<file path="src/rtl/dmem_pkg.sv">
// Shared definitions for the data-memory arbiter slice.
//   OWNER_CORE / OWNER_AUX : encoding of which requester issued a read
//   rd_tag_t               : one in-flight read tracking entry {valid, owner}
package dmem_pkg;

  localparam logic OWNER_CORE = 1'b0;
  localparam logic OWNER_AUX  = 1'b1;

  typedef struct packed {
    logic valid;
    logic owner;
  } rd_tag_t;

endpackage

</file>
<file path="src/rtl/rd_tag_pipe.sv">
// Fixed-length delay line of read tracking entries. An entry loaded on tag_in
// appears on tag_out DEPTH cycles later, matching the memory read latency.
// Ports:
//   clk      : clock
//   reset_n  : synchronous active-low clear, invalidates every entry
//   tag_in   : entry for the access issued this cycle
//   tag_out  : entry whose read data is on the memory bus this cycle
module rd_tag_pipe
  import dmem_pkg::*;
#(
  parameter int DEPTH = 1
) (
  input  logic    clk,
  input  logic    reset_n,
  input  rd_tag_t tag_in,
  output rd_tag_t tag_out
);

  rd_tag_t stage_reg [DEPTH];

  always_ff @(posedge clk) begin
    if (!reset_n) begin
      // Dropping everything here is what discards reads in flight at reset.
      for (int i = 0; i < DEPTH; i++) stage_reg[i] <= '0;
    end else begin
      stage_reg[0] <= tag_in;
      for (int i = 1; i < DEPTH; i++) stage_reg[i] <= stage_reg[i-1];
    end
  end

  assign tag_out = stage_reg[DEPTH-1];

endmodule

</file>
<file path="src/rtl/dmem_arbiter.sv">
// Two-requester arbiter for the single data-memory port.
// Core has fixed priority; aux is forced through after MAX_WAIT consecutive
// denied cycles (MAX_WAIT=0 keeps strict core priority). Reads are tagged
// with their issuer and the response is steered back RD_LATENCY cycles later.
// Ports:
//   clk, reset_n            : clock, synchronous active-low reset
//   core_* / aux_*          : requester sides (req/we/addr/wdata in,
//                             gnt/rvalid/rdata out, core also gets stall)
//   DMEM_*                  : memory port (addr/data/read/write out, data in)
module dmem_arbiter
  import dmem_pkg::*;
#(
  parameter int RD_LATENCY = 1,
  parameter int MAX_WAIT   = 8
) (
  input  logic        clk,
  input  logic        reset_n,
  input  logic        core_req_i,
  input  logic        core_we_i,
  input  logic [31:0] core_addr_i,
  input  logic [31:0] core_wdata_i,
  output logic        core_gnt_o,
  output logic        core_stall_o,
  output logic        core_rvalid_o,
  output logic [31:0] core_rdata_o,
  input  logic        aux_req_i,
  input  logic        aux_we_i,
  input  logic [31:0] aux_addr_i,
  input  logic [31:0] aux_wdata_i,
  output logic        aux_gnt_o,
  output logic        aux_rvalid_o,
  output logic [31:0] aux_rdata_o,
  output logic [31:0] DMEM_addr_o,
  output logic [31:0] DMEM_data_o,
  output logic        DMEM_read_o,
  output logic        DMEM_write_o,
  input  logic [31:0] DMEM_data_i
);

  // At least one bit so the counter stays declarable when the guard is off.
  localparam int              CNT_W      = (MAX_WAIT > 0) ? $clog2(MAX_WAIT + 1) : 1;
  localparam logic [CNT_W-1:0] WAIT_LIMIT = CNT_W'(MAX_WAIT);

  logic [CNT_W-1:0] wait_cnt_reg;
  logic [CNT_W-1:0] wait_cnt_next;
  logic             force_aux;
  logic             aux_gnt;
  logic             core_gnt;
  logic             any_gnt;
  logic             gnt_we;
  rd_tag_t          tag_issue;
  rd_tag_t          tag_ret;

  // Arbitration
  assign force_aux = (MAX_WAIT != 0) && aux_req_i && (wait_cnt_reg == WAIT_LIMIT);
  assign aux_gnt   = aux_req_i && (!core_req_i || force_aux);
  assign core_gnt  = core_req_i && !aux_gnt;
  assign any_gnt   = core_gnt || aux_gnt;

  assign core_gnt_o   = core_gnt;
  assign aux_gnt_o    = aux_gnt;
  assign core_stall_o = core_req_i && !core_gnt;

  // Consecutive-loss counter; any break in the aux request or a grant restarts it.
  always_comb begin
    wait_cnt_next = '0;
    if (aux_req_i && !aux_gnt) begin
      wait_cnt_next = (wait_cnt_reg == WAIT_LIMIT) ? wait_cnt_reg : wait_cnt_reg + 1'b1;
    end
  end

  always_ff @(posedge clk) begin
    if (!reset_n) wait_cnt_reg <= '0;
    else          wait_cnt_reg <= wait_cnt_next;
  end

  // Memory port mux; idle cycles show the core fields with both strobes low.
  assign gnt_we       = aux_gnt ? aux_we_i    : core_we_i;
  assign DMEM_addr_o  = aux_gnt ? aux_addr_i  : core_addr_i;
  assign DMEM_data_o  = aux_gnt ? aux_wdata_i : core_wdata_i;
  assign DMEM_read_o  = any_gnt && !gnt_we;
  assign DMEM_write_o = any_gnt && gnt_we;

  // Read return routing
  assign tag_issue.valid = DMEM_read_o;
  assign tag_issue.owner = aux_gnt ? OWNER_AUX : OWNER_CORE;

  rd_tag_pipe #(
    .DEPTH (RD_LATENCY)
  ) u_rd_tag_pipe (
    .clk     (clk),
    .reset_n (reset_n),
    .tag_in  (tag_issue),
    .tag_out (tag_ret)
  );

  assign core_rvalid_o = tag_ret.valid && (tag_ret.owner == OWNER_CORE);
  assign aux_rvalid_o  = tag_ret.valid && (tag_ret.owner == OWNER_AUX);
  assign core_rdata_o  = DMEM_data_i;
  assign aux_rdata_o   = DMEM_data_i;

endmodule
</file>
<file path="config.mk">
export PLATFORM = sky130hd
export DESIGN_NAME = dmem_arbiter
export DESIGN_NICKNAME = d
export VERILOG_FILES = /design/src/rtl/dmem_pkg.sv /design/src/rtl/rd_tag_pipe.sv /design/src/rtl/dmem_arbiter.sv
export SDC_FILE = /design/constraint.sdc
export NUM_CORES = 1
export LEC_CHECK = 0
export ABC_AREA = 1
export BUFFER_PORTS_ARGS = -buffer_cell sky130_fd_sc_hd__buf_4
export CAP_MARGIN = 40
export CORE_AREA = 2 2 118 120
export DETAILED_ROUTE_END_ITERATION = 16
export DIE_AREA = 0 0 120 122
export GPL_ROUTABILITY_DRIVEN = 1
export PLACE_DENSITY_LB_ADDON = 0.2
export SLEW_MARGIN = 5
export SYNTH_ARGS = -nofsm -noshare
export SYNTH_HDL_FRONTEND = slang
export SYNTH_SLANG_ARGS = --single-unit
</file>
<file path="constraint.sdc">
create_clock -name clk -period 1.45 [get_ports clk]
set_clock_uncertainty 0.1 [all_clocks]
set_input_delay 0.145 -clock clk [delete_from_list [all_inputs] [get_ports clk]]
set_output_delay 0.145 -clock clk [all_outputs]
set_load 0.05 [all_outputs]
</file>
### Word-level counts from Yosys, hierarchy flattened

Memories as Yosys holds them, arrays and structs flattened.
Cells that the tools add are included.

* flip-flop bits (word level): 4
* bits in writable memories: 2
* input port bits: 166
* output and inout port bits: 135
* logic and storage cells: 30
* memories kept: 1

* add/sub/neg operators: 1
* equality and inequality tests: 1
* mux-type cells: 8
* bitwise operators: 1
* reductions and logical operators: 17

Memory list
* u_rd_tag_pipe.stage_reg: words 1, width 2, rd ports 1, clocked after memory_dff 0, wr ports 1, line rd_tag_pipe.sv:19 `rd_tag_t stage_reg [DEPTH];`

Operators with widths (count)
* $mux 32: 2
* $logic_and 1x1->1: 9
* $mux 1: 5
* $add 4x1->4 const B: 1
* $eq 4x4->1 const B: 1
* $logic_not 1->1: 4
* $logic_or 1x1->1: 2
* $mux 2: 1
* $reduce_and 2->1: 1
* $reduce_or 2->1: 1
* $not 1->1: 1

### Longest topological paths before layout

* depth after elaboration: 9
* depth in mapped cells: 9
* mapped depth without buffers: 8

### Hierarchy

A second synthesis with hierarchy kept.

* cell total of the unflattened synthesis: 323
* area, all modules: 1629.1 µm²

Modules (own cells, without submodules)
* dmem_arbiter: instances 1, cells each 317, area each 1574.0 µm², sequential area each 80.1 µm²
* rd_tag_pipe: instances 1, cells each 6, area each 55.1 µm², sequential area each 40.0 µm²

### Worst setup path before layout

Ideal clock, no wire load.

* path type: flip-flop to output port
* start: reg wait_cnt_reg[0]
* end: out DMEM_write_o
* arrival time: 1875 ps
* data required time: 1205 ps
* slack: -670 ps
* cell stages (with the launch flop): 8
* buffers on the path: 1
* path through: dfxtp_1 inv_1 ha_1 nand3_2 a21oi_2 buf_4 nand2_1 a21oi_1

* cells in the longest elaborated chain, start to end: 8
* elaborated cells on any way between the ends: 9
* classes of those cells: 1 x eq/ne; 1 x mux; 7 x reduce/logical

RTL lines
* start, declared: line dmem_arbiter.sv:44 `logic [CNT_W-1:0] wait_cnt_reg;`
* start signal, assigned: line dmem_arbiter.sv:74 `else wait_cnt_reg <= wait_cnt_next;`
* $eq 4x4->1 (*): line dmem_arbiter.sv:55 `assign force_aux = (MAX_WAIT != 0) && aux_req_i && (wait_cnt_reg == WAIT_LIMIT);`
* $logic_and 1x1->1 (*): line dmem_arbiter.sv:55
* $logic_or 1x1->1 (*): line dmem_arbiter.sv:56 `assign aux_gnt = aux_req_i && (!core_req_i || force_aux);`
* $logic_and 1x1->1 (*): line dmem_arbiter.sv:56
* $logic_not 1->1: line dmem_arbiter.sv:57 `assign core_gnt = core_req_i && !aux_gnt;`
* $logic_and 1x1->1: line dmem_arbiter.sv:57
* $logic_or 1x1->1: line dmem_arbiter.sv:58 `assign any_gnt = core_gnt || aux_gnt;`
* $logic_and 1x1->1 (*): line dmem_arbiter.sv:82 `assign DMEM_write_o = any_gnt && gnt_we;`
* end, declared: line dmem_arbiter.sv:36 `output logic DMEM_write_o,`

Mark *: on every way between the ends. The rest lies on a longest branch, timed or not.

### Final worst setup path

* start: reg wait_cnt_reg[1]
* end: out DMEM_read_o

* cells in the longest elaborated chain, start to end: 8
* elaborated cells on any way between the ends: 10
* classes of those cells: 1 x eq/ne; 1 x mux; 8 x reduce/logical

RTL lines
* $eq 4x4->1 (*): line dmem_arbiter.sv:55
* $logic_and 1x1->1 (*): line dmem_arbiter.sv:55
* $logic_or 1x1->1 (*): line dmem_arbiter.sv:56
* $logic_and 1x1->1 (*): line dmem_arbiter.sv:56
* $logic_not 1->1: line dmem_arbiter.sv:57
* $logic_and 1x1->1: line dmem_arbiter.sv:57
* $logic_or 1x1->1: line dmem_arbiter.sv:58
* $logic_and 1x1->1 (*): line dmem_arbiter.sv:81 `assign DMEM_read_o = any_gnt && !gnt_we;`
* end, declared: line dmem_arbiter.sv:35 `output logic DMEM_read_o,`

Marked as above.

==> impl_results.md <==
- Setup WS pre-CTS: -0.3090 ns
- Routed len/inst: 13.08 um
- Seq. cell area: 122.6 sq um
- Power Total: 0.002617 W
- Cells after Synth: 319
- Crit Reg-Reg Endpoint: wait_cnt_reg[2]
- Worst-path fanout max: 4
- Register-to-register setup slack: -0.22 ns
- Area contributors post-synth: nand2_1 45%, buf_4 32%, dfxtp_1 7.3%
- Cell Pwr Density: 567.4 mW/mm^2
- Power share of the combinational group: 0.759
- Final hold slack: 0.08095 ns
- Worst-margin pin slew: 0.2438 ns
- Die Span X: 120 um
- Reg clk slew, reported paths: 0.04 ns
- Worst Setup End Kind: output port
- Final net count: 652
- CP startpoint kind: flop
- Share of cells above drive strength 1: 0.7676
- Antenna violations before repair: 0
- Vias in the first global route: 2,362
- Routed wire length: 8657 um
- Clock share of power: 0.174
- Status: finished, violations left
- Part of the cycle the worst path needs: 1.352
- Largest net degree at the start of global routing: 36
- RSZ-0062 raised after global routing: true
- Worst-Skew Late Latency: 0.23 ns
- Seq pwr share: 0.066
- Crit Path Category: flop to output port
- Mapped Nets: 487
- FFs w/ async S/R, synth: 0
- FMAX: 0.5101 GHz
- Final Max Slew Viols: 0
- Seq cells post-synth: 6
- # diodes: 0
- Switching Share: 0.4551
- Hold_buf cts: 0
- Synth top area share: 0.4505
- Post-Syn Area: 0.001642 sq mm
- TritonCTS clock tree: yes
- Setup TNS: -32.55 ns
- GRT Overall Usage: 0.09959
- NetSw: 0.001191 W
- Reg-to-Reg Start: wait_cnt_reg[1]
- Commonest cells in the synthesized netlist: 197 x nand2_1, 69 x buf_4, 11 x inv_1
- Hold path startpoint: reset_n
- Final WS setup: -0.5105 ns
- Die Footprint: 0.01464 sq mm
- Root buf cell: clkbuf_16
- Count of cell types in the netlist: 18
- Residual DRC: 0
- # port buffers: 204
- Row count: 43
- Clk sinks: 6
- Yosys top cell by area: nand2_1
- Area delta synth->final: 180.9%
- Gp weighted congestion: 0.7552
- Initial Utilization: 0.1216
- Vias per std cell: 3.699
- Vias: 2,449
- Detailed Routing Iterations Pass 1: 4
- Global-route wire length before repair: 11,630 um
- Slew Limit Headroom: 0.8369
- Post-route ant nets: 0
- Worst Path Required: 1.21 ns
- Min Tclk post-route: 1.960 ns
- Count leader, synth: nand2_1
- Num CTS Buffers: 3
- H-tree Lvls: 1
- Core ar.: 0.01350 sq mm
- Setup violations, final: 74
- Die Y: 122 um
- Mapped Avg Cell Area: 5.146 sq um
- Reg2reg path depth: 11
- Clock buffer depth: 2
- Endpoints failing hold: 0
- Top FF cell, synth: dfxtp_1
- Total grt overflow: 0
- Boundary pin count: 301
- Hold path depth: 3
- Starting DRT DRC Count: 38
- Final cell utilization of the core: 0.3415
- Critical path data arrival time: 1.72 ns
- Fill count: 1,407
- Detailed Place HPWL: 6013 um
- Peak VDD IR: 0.0006466 V
- Footprint of the multi-input gates: 0.001669 sq mm
- Sequential element share of the synthesized area: 0.07317
- Int Pwr: 0.001426 W
- HP Class: primary input to flop
- Max cap viols: 0
- Post-synth EDFFs: 0
- Leak: 2.360 nW
- Worst Hold End: u_rd_tag_pipe.stage_reg[0][0]
- Syn. warnings: 0
- Violated checks: negative setup slack
- Max reg flops: 4
==> placed cells by master (no fill, tap or decap), types with 2 or more instances in the layout <==
master and instances:
buf_16 4, nand2_2 29, buf_4 151, buf_12 6, nand3_4 3, inv_2 5
nor2_1 8, nand2_1 86, clkbuf_16 6, nand2_4 81, a21oi_4 2, dfxtp_2 2
dfxtp_1 4, inv_1 7, buf_6 22, o21ai_0 2, buf_8 52
==> worst max path at each step <==
stage,from,to,depth (start not counted)
2_1_floorplan,wait_cnt_reg[0],DMEM_write_o,8
3_3_place_gp,wait_cnt_reg[1],DMEM_read_o,9
3_5_place_dp,wait_cnt_reg[1],DMEM_data_o[6],9
4_1_cts,wait_cnt_reg[0],DMEM_data_o[19],10
5_1_grt,wait_cnt_reg[0],DMEM_read_o,11
6_report,wait_cnt_reg[1],DMEM_read_o,11
==> metrics by stage <==
step	std cells	area, sq um
2_1_floorplan	319	2246
3_3_place_gp	640	3563
3_5_place_dp	640	3563
4_1_cts	655	4315
5_1_grt	662	4612
6_report	662	4612
==> worst max-delay path, stage by stage, from the launching register on <==
cell and delay [ns]:
dfxtp_2 0.31, inv_2 0.07, ha_4 0.15, nand2_2 0.05, nor2_2 0.15, o21ai_4 0.08
buf_6 0.14, buf_4 0.14, nand2_4 0.08, nand3_4 0.09, clkinvlp_4 0.07, buf_6 0.14
==> kinds of logic after synthesis <==
group                    share of synthesized area
flip-flops                                 0.07317
AND/OR/NAND/NOR                             0.4886
AO/OA/AOI/OAI                              0.02591
adder cells (fa/ha/maj)                    0.01524
XOR/XNOR                                   0.01067
buffers and inverters                       0.3864
==> per-layer routing <==
| metal | global-route usage | share of wire |
|---|---|---|
| met1 | 0.1098 | 0.36 |
| met5 | 0 | 0 |
| met2 | 0.1942 | 0.55 |
| met4 | 0.01912 | 0.0076 |
| met3 | 0.02247 | 0.083 |
==> timing repair <==
| item | CTS | global route |
|---|---|---|
| setup endpoints to repair | 74 | 75 |
| cloned | 5 | 3 |
| buffers inserted | 7 | 6 |
| pin swaps | 2 | 13 |
| gates resized for setup | 137 | 62 |
==> final cells by class <==
cell class,count,area share
clock buffers,3,0.01628
multi-input cells,222,0.3619
flip-flops and latches,6,0.02659
well taps,180,0.04883
repair buffers,238,0.5350
inverters,13,0.01139
==> power groups by stage <==
stage | clock network [W] | logic (W) | registers (W)
after floorplan | 0 | 0.00147 | 0.000176
after global placement | 0 | 0.00157 | 0.000175
after detailed placement | 0 | 0.00158 | 0.000176
after CTS | 0.000467 | 0.00189 | 0.000173
after global routing | 0.000476 | 0.00208 | 0.000174
final | 0.000456 | 0.00199 | 0.000173
Note: power is estimated with default switching activity, not from simulation.
